===== src/rtl/comm_cp_insert.sv =====
// Cyclic-prefix inserter: collects N-sample symbols into a ping-pong buffer and replays CP+body at DAC pace.
// Define COMM_CP_GUARD_EN to add GUARD mid-scale idle ticks after every symbol.
module comm_cp_insert #(
    parameter int unsigned N      = 64,
    parameter int unsigned CP_LEN = 16,
    parameter int unsigned DIV    = 1,
    parameter int unsigned GUARD  = 4
) (
    input  logic       CLK,
    input  logic       RST,
    input  logic       in_valid,
    input  logic [5:0] in_i,
    input  logic [5:0] in_q,
    output logic       out_valid,
    output logic [5:0] out_i,
    output logic [5:0] out_q,
    output logic       sym_start,
    output logic       overflow,
    input  logic       ovf_clr
);

    localparam int unsigned AW = $clog2(N);
    localparam int unsigned CW = (DIV > 1) ? $clog2(DIV) : 1;
    localparam logic [AW-1:0] IDX_LAST = AW'(N - 1);
    localparam logic [AW-1:0] IDX_CP   = AW'(N - CP_LEN);
    localparam logic [5:0]    MID      = 6'h20;

`ifdef COMM_CP_GUARD_EN
    localparam int unsigned GW = (GUARD > 1) ? $clog2(GUARD) : 1;
    typedef enum logic [1:0] {S_IDLE, S_CP, S_BODY, S_GUARD} state_t;
`else
    typedef enum logic [1:0] {S_IDLE, S_CP, S_BODY} state_t;
`endif

    logic [11:0]    r_mem [2*N];
    logic [CW-1:0]  r_div_cnt;
    logic [AW-1:0]  r_wr_idx;
    logic           r_wr_bank;
    logic           r_dropping;
    logic [1:0]     r_full;
    state_t         r_state;
    logic [AW-1:0]  r_rd_idx;
    logic           r_rd_bank;
`ifdef COMM_CP_GUARD_EN
    logic [GW-1:0]  r_gcnt;
    logic [GW-1:0]  w_gcnt_nxt;
`endif

    logic           w_tick;
    logic           w_release;
    logic [1:0]     w_rel_mask;
    logic [1:0]     w_set_mask;
    logic [1:0]     w_full_eff;
    logic           w_drop_start;
    logic           w_wr_en;
    logic           w_wr_done;
    logic [11:0]    w_rd_data;
    state_t         w_state_nxt;
    logic [AW-1:0]  w_rd_idx_nxt;
    logic           w_rd_bank_nxt;
    logic           w_o_valid;
    logic           w_o_sym;
    logic [5:0]     w_o_i;
    logic [5:0]     w_o_q;

    assign w_tick = (r_div_cnt == '0);

    always_ff @(posedge CLK) begin
        if (RST) begin
            r_div_cnt <= '0;
        end else if (r_div_cnt == CW'(DIV - 1)) begin
            r_div_cnt <= '0;
        end else begin
            r_div_cnt <= r_div_cnt + CW'(1);
        end
    end

    // A bank released by the reader this very cycle counts as free for a new symbol start.
    assign w_rel_mask   = w_release ? (r_rd_bank ? 2'b10 : 2'b01) : 2'b00;
    assign w_full_eff   = r_full & ~w_rel_mask;
    assign w_drop_start = in_valid && (r_wr_idx == '0) && !r_dropping && w_full_eff[r_wr_bank];
    assign w_wr_en      = in_valid && !w_drop_start && !r_dropping;
    assign w_wr_done    = w_wr_en && (r_wr_idx == IDX_LAST);
    assign w_set_mask   = w_wr_done ? (r_wr_bank ? 2'b10 : 2'b01) : 2'b00;

    always_ff @(posedge CLK) begin
        if (w_wr_en) begin
            r_mem[{r_wr_bank, r_wr_idx}] <= {in_i, in_q};
        end
    end

    always_ff @(posedge CLK) begin
        if (RST) begin
            r_wr_idx   <= '0;
            r_wr_bank  <= 1'b0;
            r_dropping <= 1'b0;
            r_full     <= '0;
            overflow   <= 1'b0;
        end else begin
            if (in_valid) begin
                r_wr_idx <= r_wr_idx + AW'(1);
            end
            if (w_drop_start) begin
                r_dropping <= 1'b1;
            end else if (in_valid && r_dropping && (r_wr_idx == IDX_LAST)) begin
                r_dropping <= 1'b0;
            end
            if (w_wr_done) begin
                r_wr_bank <= ~r_wr_bank;
            end
            r_full <= (r_full & ~w_rel_mask) | w_set_mask;
            if (w_drop_start) begin
                overflow <= 1'b1;
            end else if (ovf_clr) begin
                overflow <= 1'b0;
            end
        end
    end

    assign w_rd_data = r_mem[{r_rd_bank, r_rd_idx}];

    always_comb begin
        w_state_nxt   = r_state;
        w_rd_idx_nxt  = r_rd_idx;
        w_rd_bank_nxt = r_rd_bank;
        w_release     = 1'b0;
        w_o_valid     = 1'b0;
        w_o_sym       = 1'b0;
        w_o_i         = out_i;
        w_o_q         = out_q;
`ifdef COMM_CP_GUARD_EN
        w_gcnt_nxt    = r_gcnt;
`endif
        if (w_tick) begin
            w_o_i = MID;
            w_o_q = MID;
            case (r_state)
                S_IDLE: begin
                    if (r_full[r_rd_bank]) begin
                        w_state_nxt  = S_CP;
                        w_rd_idx_nxt = IDX_CP;
                    end
                end
                S_CP: begin
                    w_o_valid = 1'b1;
                    w_o_sym   = (r_rd_idx == IDX_CP);
                    {w_o_i, w_o_q} = w_rd_data;
                    if (r_rd_idx == IDX_LAST) begin
                        w_state_nxt  = S_BODY;
                        w_rd_idx_nxt = '0;
                    end else begin
                        w_rd_idx_nxt = r_rd_idx + AW'(1);
                    end
                end
                S_BODY: begin
                    w_o_valid = 1'b1;
                    {w_o_i, w_o_q} = w_rd_data;
                    if (r_rd_idx == IDX_LAST) begin
                        w_release     = 1'b1;
                        w_rd_bank_nxt = ~r_rd_bank;
`ifdef COMM_CP_GUARD_EN
                        w_state_nxt   = S_GUARD;
                        w_gcnt_nxt    = '0;
`else
                        if (r_full[~r_rd_bank]) begin
                            w_state_nxt  = S_CP;
                            w_rd_idx_nxt = IDX_CP;
                        end else begin
                            w_state_nxt = S_IDLE;
                        end
`endif
                    end else begin
                        w_rd_idx_nxt = r_rd_idx + AW'(1);
                    end
                end
`ifdef COMM_CP_GUARD_EN
                S_GUARD: begin
                    if (r_gcnt == GW'(GUARD - 1)) begin
                        w_gcnt_nxt = '0;
                        if (r_full[r_rd_bank]) begin
                            w_state_nxt  = S_CP;
                            w_rd_idx_nxt = IDX_CP;
                        end else begin
                            w_state_nxt = S_IDLE;
                        end
                    end else begin
                        w_gcnt_nxt = r_gcnt + GW'(1);
                    end
                end
`endif
                default: w_state_nxt = S_IDLE;
            endcase
        end
    end

    always_ff @(posedge CLK) begin
        if (RST) begin
            r_state   <= S_IDLE;
            r_rd_idx  <= '0;
            r_rd_bank <= 1'b0;
            out_valid <= 1'b0;
            sym_start <= 1'b0;
            out_i     <= MID;
            out_q     <= MID;
`ifdef COMM_CP_GUARD_EN
            r_gcnt    <= '0;
`endif
        end else begin
            r_state   <= w_state_nxt;
            r_rd_idx  <= w_rd_idx_nxt;
            r_rd_bank <= w_rd_bank_nxt;
            out_valid <= w_o_valid;
            sym_start <= w_o_sym;
            out_i     <= w_o_i;
            out_q     <= w_o_q;
`ifdef COMM_CP_GUARD_EN
            r_gcnt    <= w_gcnt_nxt;
`endif
        end
    end

endmodule

===== config.mk =====
export PLATFORM = sky130hd
export DESIGN_NAME = comm_cp_insert
export DESIGN_NICKNAME = d
export VERILOG_FILES = /design/src/rtl/comm_cp_insert.sv
export SDC_FILE = /design/constraint.sdc
export NUM_CORES = 2
export LEC_CHECK = 0
export CAP_MARGIN = 25
export CORE_ASPECT_RATIO = 1.5
export CORE_MARGIN = 8
export CORE_UTILIZATION = 54
export DETAILED_ROUTE_END_ITERATION = 12
export GPL_TIMING_DRIVEN = 0
export HOLD_SLACK_MARGIN = 0.15
export PLACE_DENSITY_LB_ADDON = 0.3
export SLEW_MARGIN = 20
export SYNTH_ARGS = -nofsm -noshare
export SYNTH_HDL_FRONTEND = slang
export SYNTH_SLANG_ARGS = --single-unit

===== constraint.sdc =====
create_clock -name CLK -period 4.2 [get_ports CLK]
set_input_delay 0.42 -clock CLK [delete_from_list [all_inputs] [get_ports CLK]]
set_output_delay 0.42 -clock CLK [all_outputs]
set_load 0.05 [all_outputs]

### Word-level counts from Yosys, hierarchy flattened

Memory sizes are Yosys's and may differ from the RTL's.
Index checks and enable logic that the tools add are counted.

| cells by class | value |
|---|---|
| multipliers | 0 |
| mux-type cells | 32 |
| reduce and logical (&&, ||, !) cells | 22 |
| magnitude comparators | 3 |
| add/subtract/negate cells | 3 |
| div/mod/pow operators | 0 |
| equality and inequality tests | 9 |
| bitwise gates (word level) | 7 |
| shift-type cells | 0 |

Operator list:

| cell | count |
|---|---|
| $mux W6 | 6 |
| $eq A6 B6 Y1 const B | 3 |
| $pmux W6 S3 | 1 |
| $mux W1 | 17 |
| $mux W2 | 7 |
| $add A6 B1 Y6 const B | 2 |
| $logic_and A1 B1 Y1 | 8 |
| $reduce_and A4 Y1 | 2 |
| $logic_not A6 Y1 | 1 |
| $lt A1 B2 Y1 const B | 3 |
| $ne A2 B2 Y1 const B | 3 |
| $pmux W2 S3 | 1 |
| $reduce_or A2 Y1 | 3 |
| $not A1 Y1 | 4 |
| $reduce_bool A2 Y1 | 2 |
| $ne A3 B3 Y1 const B | 1 |
| $reduce_and A3 Y1 | 1 |
| $reduce_bool A3 Y1 | 1 |
| $reduce_or A3 Y1 | 1 |
| $and A2 B2 Y2 | 1 |
| $eq A2 B1 Y1 const B | 1 |
| $eq A2 B2 Y1 const B | 1 |
| $logic_not A1 Y1 | 2 |
| $logic_not A2 Y1 | 1 |
| other kinds (3) | 3 |

| storage, ports and cells | value |
|---|---|
| memory bits (read-only) | 0 |
| input port bits | 16 |
| RAM bits | 1536 |
| memories kept | 1 |
| output and inout bits | 15 |
| latch bits | 0 |
| bits in registers | 35 |

Memories:

| memory | words | bits a word | read ports | clocked after memory_dff | wr ports | line | source |
|---|---|---|---|---|---|---|---|
| r_mem | 128 | 12 | 1 | 0 | 1 | 35 | `logic [11:0] r_mem [2*N];` |

### Depth between registers and ports, before layout

| logic depth | value |
|---|---|
| word-level depth | 16 |
| mapped depth | 11 |
| depth with buffers taken out | 8 |

### Worst setup path after synthesis

No wires, ideal clock.

| timing path | value |
|---|---|
| path type | flip-flop to flip-flop |
| from | register r_state[0] |
| to | memory r_mem[99][0], enable pin |
| data required time | 3.820 ns |
| data arrival time | 2.405 ns |
| cell stages (with the launch flop) | 10 |
| setup time | 0.380 ns |
| setup slack | 1.414 ns |
| clock period less this slack | 2.786 ns |
| path buffers | 1 |
| cell sequence | dfxtp_1 -> inv_1 -> ha_1 -> nand4_1 -> nor3_1 -> a21oi_1 -> nor3_2 -> nand3_1 -> buf_2 -> nor2_1 |

| between the ends | value |
|---|---|
| longest elaborated chain between the ends | 14 |

Ends and longest elaborated chain:

| element | line | source |
|---|---|---|
| start: declaration | 41 | `state_t r_state;` |
| start signal: assignment | 209 | `r_state <= w_state_nxt;` |
| $eq A2 B2 Y1 | 137 | `case (r_state)` |
| $mux W1 | 137 |  |
| $mux W1 | 134 | `if (w_tick) begin` |
| $mux W2 | 79 | `assign w_rel_mask = w_release ? (r_rd_bank ? 2'b10 : 2'b01) : 2'b00;` |
| $not A2 Y2 | 80 | `assign w_full_eff = r_full & ~w_rel_mask;` |
| $and A2 B2 Y2 | 80 |  |
| $mux W1 (not written as such) (2 in series) | 81 | `assign w_drop_start = in_valid && (r_wr_idx == '0) && !r_dropping && w_full_eff[r_wr_bank];` |
| $logic_and A1 B1 Y1 | 81 |  |
| $logic_not A1 Y1 | 82 | `assign w_wr_en = in_valid && !w_drop_start && !r_dropping;` |
| $logic_and A1 B1 Y1 (2 in series) | 82 |  |
| $mux W1 | 87 | `if (w_wr_en) begin` |
| $mux W1 (not written as such) | 88 | `r_mem[{r_wr_bank, r_wr_idx}] <= {in_i, in_q};` |
| end: declaration | 35 |  |

No other way between the ends. The select of a mux whose other input is x is not followed.

### Worst setup path after layout

| timing path | value |
|---|---|
| from | register r_rd_idx[2] |
| to | memory r_mem[51][7], enable pin |

| between the ends | value |
|---|---|
| longest elaborated chain between the ends | 15 |

Ends and longest elaborated chain:

| element | line | source |
|---|---|---|
| start: declaration | 42 | `logic [AW-1:0] r_rd_idx;` |
| start signal: assignment | 210 | `r_rd_idx <= w_rd_idx_nxt;` |
| $eq A6 B6 Y1 | 158 | `if (r_rd_idx == IDX_LAST) begin` |
| $mux W1 | 158 |  |
| $mux W1 | 137 |  |
| $mux W1 | 134 |  |
| $mux W2 | 79 |  |
| $not A2 Y2 | 80 |  |
| $and A2 B2 Y2 | 80 |  |
| $mux W1 (not written as such) (2 in series) | 81 |  |
| $logic_and A1 B1 Y1 | 81 |  |
| $logic_not A1 Y1 | 82 |  |
| $logic_and A1 B1 Y1 (2 in series) | 82 |  |
| $mux W1 | 87 |  |
| $mux W1 (not written as such) | 88 |  |

No other way between the ends. The select of a mux whose other input is x is not followed.

==> results by group <==
Synth
  • Synth Area per Inst: approximately 20 um2
  • Async SR Flop Fraction: 0%
  • Mapped Cells: 3,078
  • Largest cells by area after synthesis: edfxtp_1, mux4_2, mux2i_1
  • Synthesis warning total: 0
  • Yosys cell types: ~70
  • Cell taking the most area after synthesis: edfxtp_1
  • Number of enable flip-flop cells after synthesis: 1,536
  • Mapped Area: around 0.062 mm2
  • Synth top area share: between 70% and 80%
  • Synth Flop Type: edfxtp_1
  • Mapped Nets: 3,102
  • Post-synthesis sequential area ratio: between 70 and 80%
  • Yosys reg bits: between 1,500 and 2,000

Clock network
  • CTS tree: built
  • Worst-skew pair later-pin latency: roughly 0.8 ns
  • CTS Sinks: between 1,500 and 2,000
  • Max clock buf depth: 3
  • H-tree depth: 4
  • CTS root buf: clkbuf_16
  • CTS buffer count: 139
  • Setup Fix Bufs, Post-CTS: 0
  • Clk slew on worst S/H paths: ~0.060 ns

Global routing
  • Initial antenna violation count: 8
  • Vias in the first global route: around 34,000
  • Gr ovfl total: 0
  • Global-route wire length before repair: 267,000 um
  • GRT Util Overall: between 30% and 40%
  • Pin count of the biggest net entering global routing: 109

Min path
  • Hold Crit Class: in -> reg

Die
  • Core Area: between 0.1 and 0.15 mm2
  • Std-Cell Rows: 152
  • Die area: between 0.1 and 0.15 mm2
  • Initial Util: roughly 54%
  • Die Span X: just under 300 um
  • Die Ht: ~430 um
  • Top-Level Pins: 31

Worst setup path
  • Nature of the critical path endpoint: flip-flop
  • Setup CP Type: reg -> reg
  • CP Max Fanout: 12
  • Worst EP arrival: 4.69 ns
  • CP Data Required Time: around 4.6 ns
  • Worst Setup Start Kind: flip-flop

Place
  • Pre-CTS setup slack: -0.0441 ns
  • DP HPWL: between 100,000 and 150,000 um
  • I/O Buffers: 29
  • Gp weighted congestion: slightly above 1
  • # placed instances: between 4,000 and 5,000

Drt
  • WL met1: about 60,000 um
  • Vias post-DR: between 30,000 and 40,000
  • Wire length on met2: between 90,000 and 100,000 um
  • Vias per inst: ~7
  • Drt first-iter violations: 5,196
  • TritonRoute pass-1 iters: 11
  • ANT nets after route: 0
  • Metal3 WL: approximately 21,000 um
  • Highest metal used: met5
  • Average wire per standard cell: roughly 40 um
  • DRC: 0
  • DRT Wirelength: 197,000 um

Timing
  • Fin crit period: around 4.3 ns
  • Final Hold Fails: 0
  • RSZ-0062 raised after global routing: yes
  • Slew HR: between 10% and 20%
  • Final setup margin: -0.0782 ns
  • FMAX: around 230 MHz
  • Setup TNS: -0.915 ns
  • Layout Skew: between 0.03 and 0.04 ns
  • Setup violations, final: 22
  • Max-slew violations: 0
  • Final Cycle Share: 102%
  • Actual slew at the worst max-slew pin: between 1 and 1.5 ns

Run status
  • Status: finished with violations
  • Violated checks: setup timing

Power
  • Pleak: between 20 and 25 nW
  • Peak supply drop: approximately 0.44 mV
  • Cell Pwr Density: around 440 mW/mm2

Layout
  • Share of cells above drive strength 1: 25.0%
  • Layout Cells excl Fill: between 4,000 and 5,000
  • Nets: between 3,000 and 4,000
  • Area delta synth->final: 13.2%

Job
  • Max Cap Violations: 0
==> stage by stage <==
| step | hold slack [ns] | power (mW) | utilization [%] | area (um2) |
|---|---|---|---|---|
| 5_1_grt | 0.205 | 30.9 | 61.2 | 69800 |
| 6_report | 0.182 | 30.4 | 61.3 | 69800 |
| 2_1_floorplan | 0.449 | 17.6 | - | 61700 |
| 3_3_place_gp | 0.469 | 18.0 | 56.0 | 63800 |
| 3_5_place_dp | 0.469 | 18.0 | 57.1 | 65000 |
| 4_1_cts | 0.164 | 30.4 | 61.1 | 69600 |
==> area by class of cell <==
type / instances / area [um2]
antenna: 9 / 22.5
buffer: 172 / 1200
clock buffer: 160 / 3640
clock inverter: 88 / 791
fill: 7697 / 44100
inverter: 12 / 45.0
multi-input combinational: 1323 / 14100
sequential: 1571 / 46800
tap: 1463 / 1830
timing repair buffer: 112 / 1390
==> critical path, stage by stage, from the launching register on <==
cell and delay [ns]:
dfxtp_1 0.42, buf_4 0.32, nand2_1 0.27, nor3_1 0.49
a21oi_1 0.20, nor3_2 0.35, nand3_1 0.51, buf_2 0.52
nor2_2 0.79
==> sequential cells by signal, indices dropped and copies added (netlist names) <==
register	flops
r_wr_idx	6
r_mem	1536
out_q	6
sym_start	1
r_full	2
overflow	1
r_dropping	1
r_rd_idx	6
out_valid	1
r_state	2
r_wr_bank	1
out_i	6
r_div_cnt	1
r_rd_bank	1
==> layout by cell type (no fill, tap or decap), drive strengths merged, types with 12 or more instances in the layout <==
master	Yosys	layout
a21oi	88	88
a221oi	50	50
a22oi	43	43
a31oi	21	21
a32oi	18	18
buf	120	204
bufinv	0	13
clkbuf	51	211
clkdlybuf4s50	0	17
clkinv	1	65
dfxtp	35	35
edfxtp	1536	1536
inv	11	18
mux2	19	19
mux2i	205	205
mux4	299	299
nand2	119	119
nand3	50	50
nand4	12	12
nor2	171	171
nor2b	15	15
o211ai	19	19
o21ai	47	47
o22ai	16	16
==> cell families (layout without fill, tap and decap cells) <==
| family | count (synthesis) | after routing | synth area share [%] |
|---|---|---|---|
| DFF | 1571 | 1571 | 75.9 |
| muxes | 523 | 523 | 14.6 |
| and+or+nand+nor | 420 | 420 | 3.04 |
| AOI/OAI and AO/OA | 364 | 364 | 4.15 |
| buffers and inverters | 184 | 544 | 1.99 |
| adders and majority gates | 8 | 8 | 0.162 |
| xor gates and xnor gates | 7 | 7 | 0.0994 |
| other | 1 | 10 | 0.00608 |
==> path summary, 6_finish.rpt <==
path,startpoint,to,slack (ns),depth (start not counted)
worst max-delay path,r_rd_idx[2],r_mem[51][7],-0.08,8
worst min-delay path,in_q[0],r_mem[46][0],0.18,1
worst max register to register,r_rd_idx[2],r_mem[51][7],-0.08,8
worst min register to register,overflow,overflow,0.48,2
==> power by group <==
group / total [mW] / leakage [nW] / internal [mW] / switching, mW
Combinational: 0.454 / 4.60 / 0.0853 / 0.369
Clock: 12.7 / 2.18 / 7.03 / 5.69
Sequential: 17.2 / 14.1 / 17.2 / 0.00894
Total: 30.4 / 20.9 / 24.3 / 6.07
==> Yosys cell counts, types with 16 or more instances <==
library cell  number
a21oi_1           88
nand2_1          119
clkbuf_1          51
edfxtp_1        1536
dfxtp_1           35
buf_6             28
mux2_2            19
mux4_2           294
a22oi_1           43
o22ai_1           16
o211ai_1          19
buf_4             21
a32oi_1           18
nand3_1           50
mux2i_1          205
buf_2             48
a221oi_1          41
nor2_1           171
a31oi_1           21
o21ai_0           35
==> layer usage <==
metal	up-vias	global-route usage, %
li1	13300	-
met1	17600	34.8
met2	2659	49.3
met3	789	7.72
met4	2	27.3
met5	-	0.542
==> timing repair <==
item,4_1_cts,5_1_grt
endpoints found under the setup margin,30,384
gates resized for setup,3,31
hold buffers,11,0
hold endpoints to repair,445,0
No activity file was read; power rests on OpenSTA's default activity.
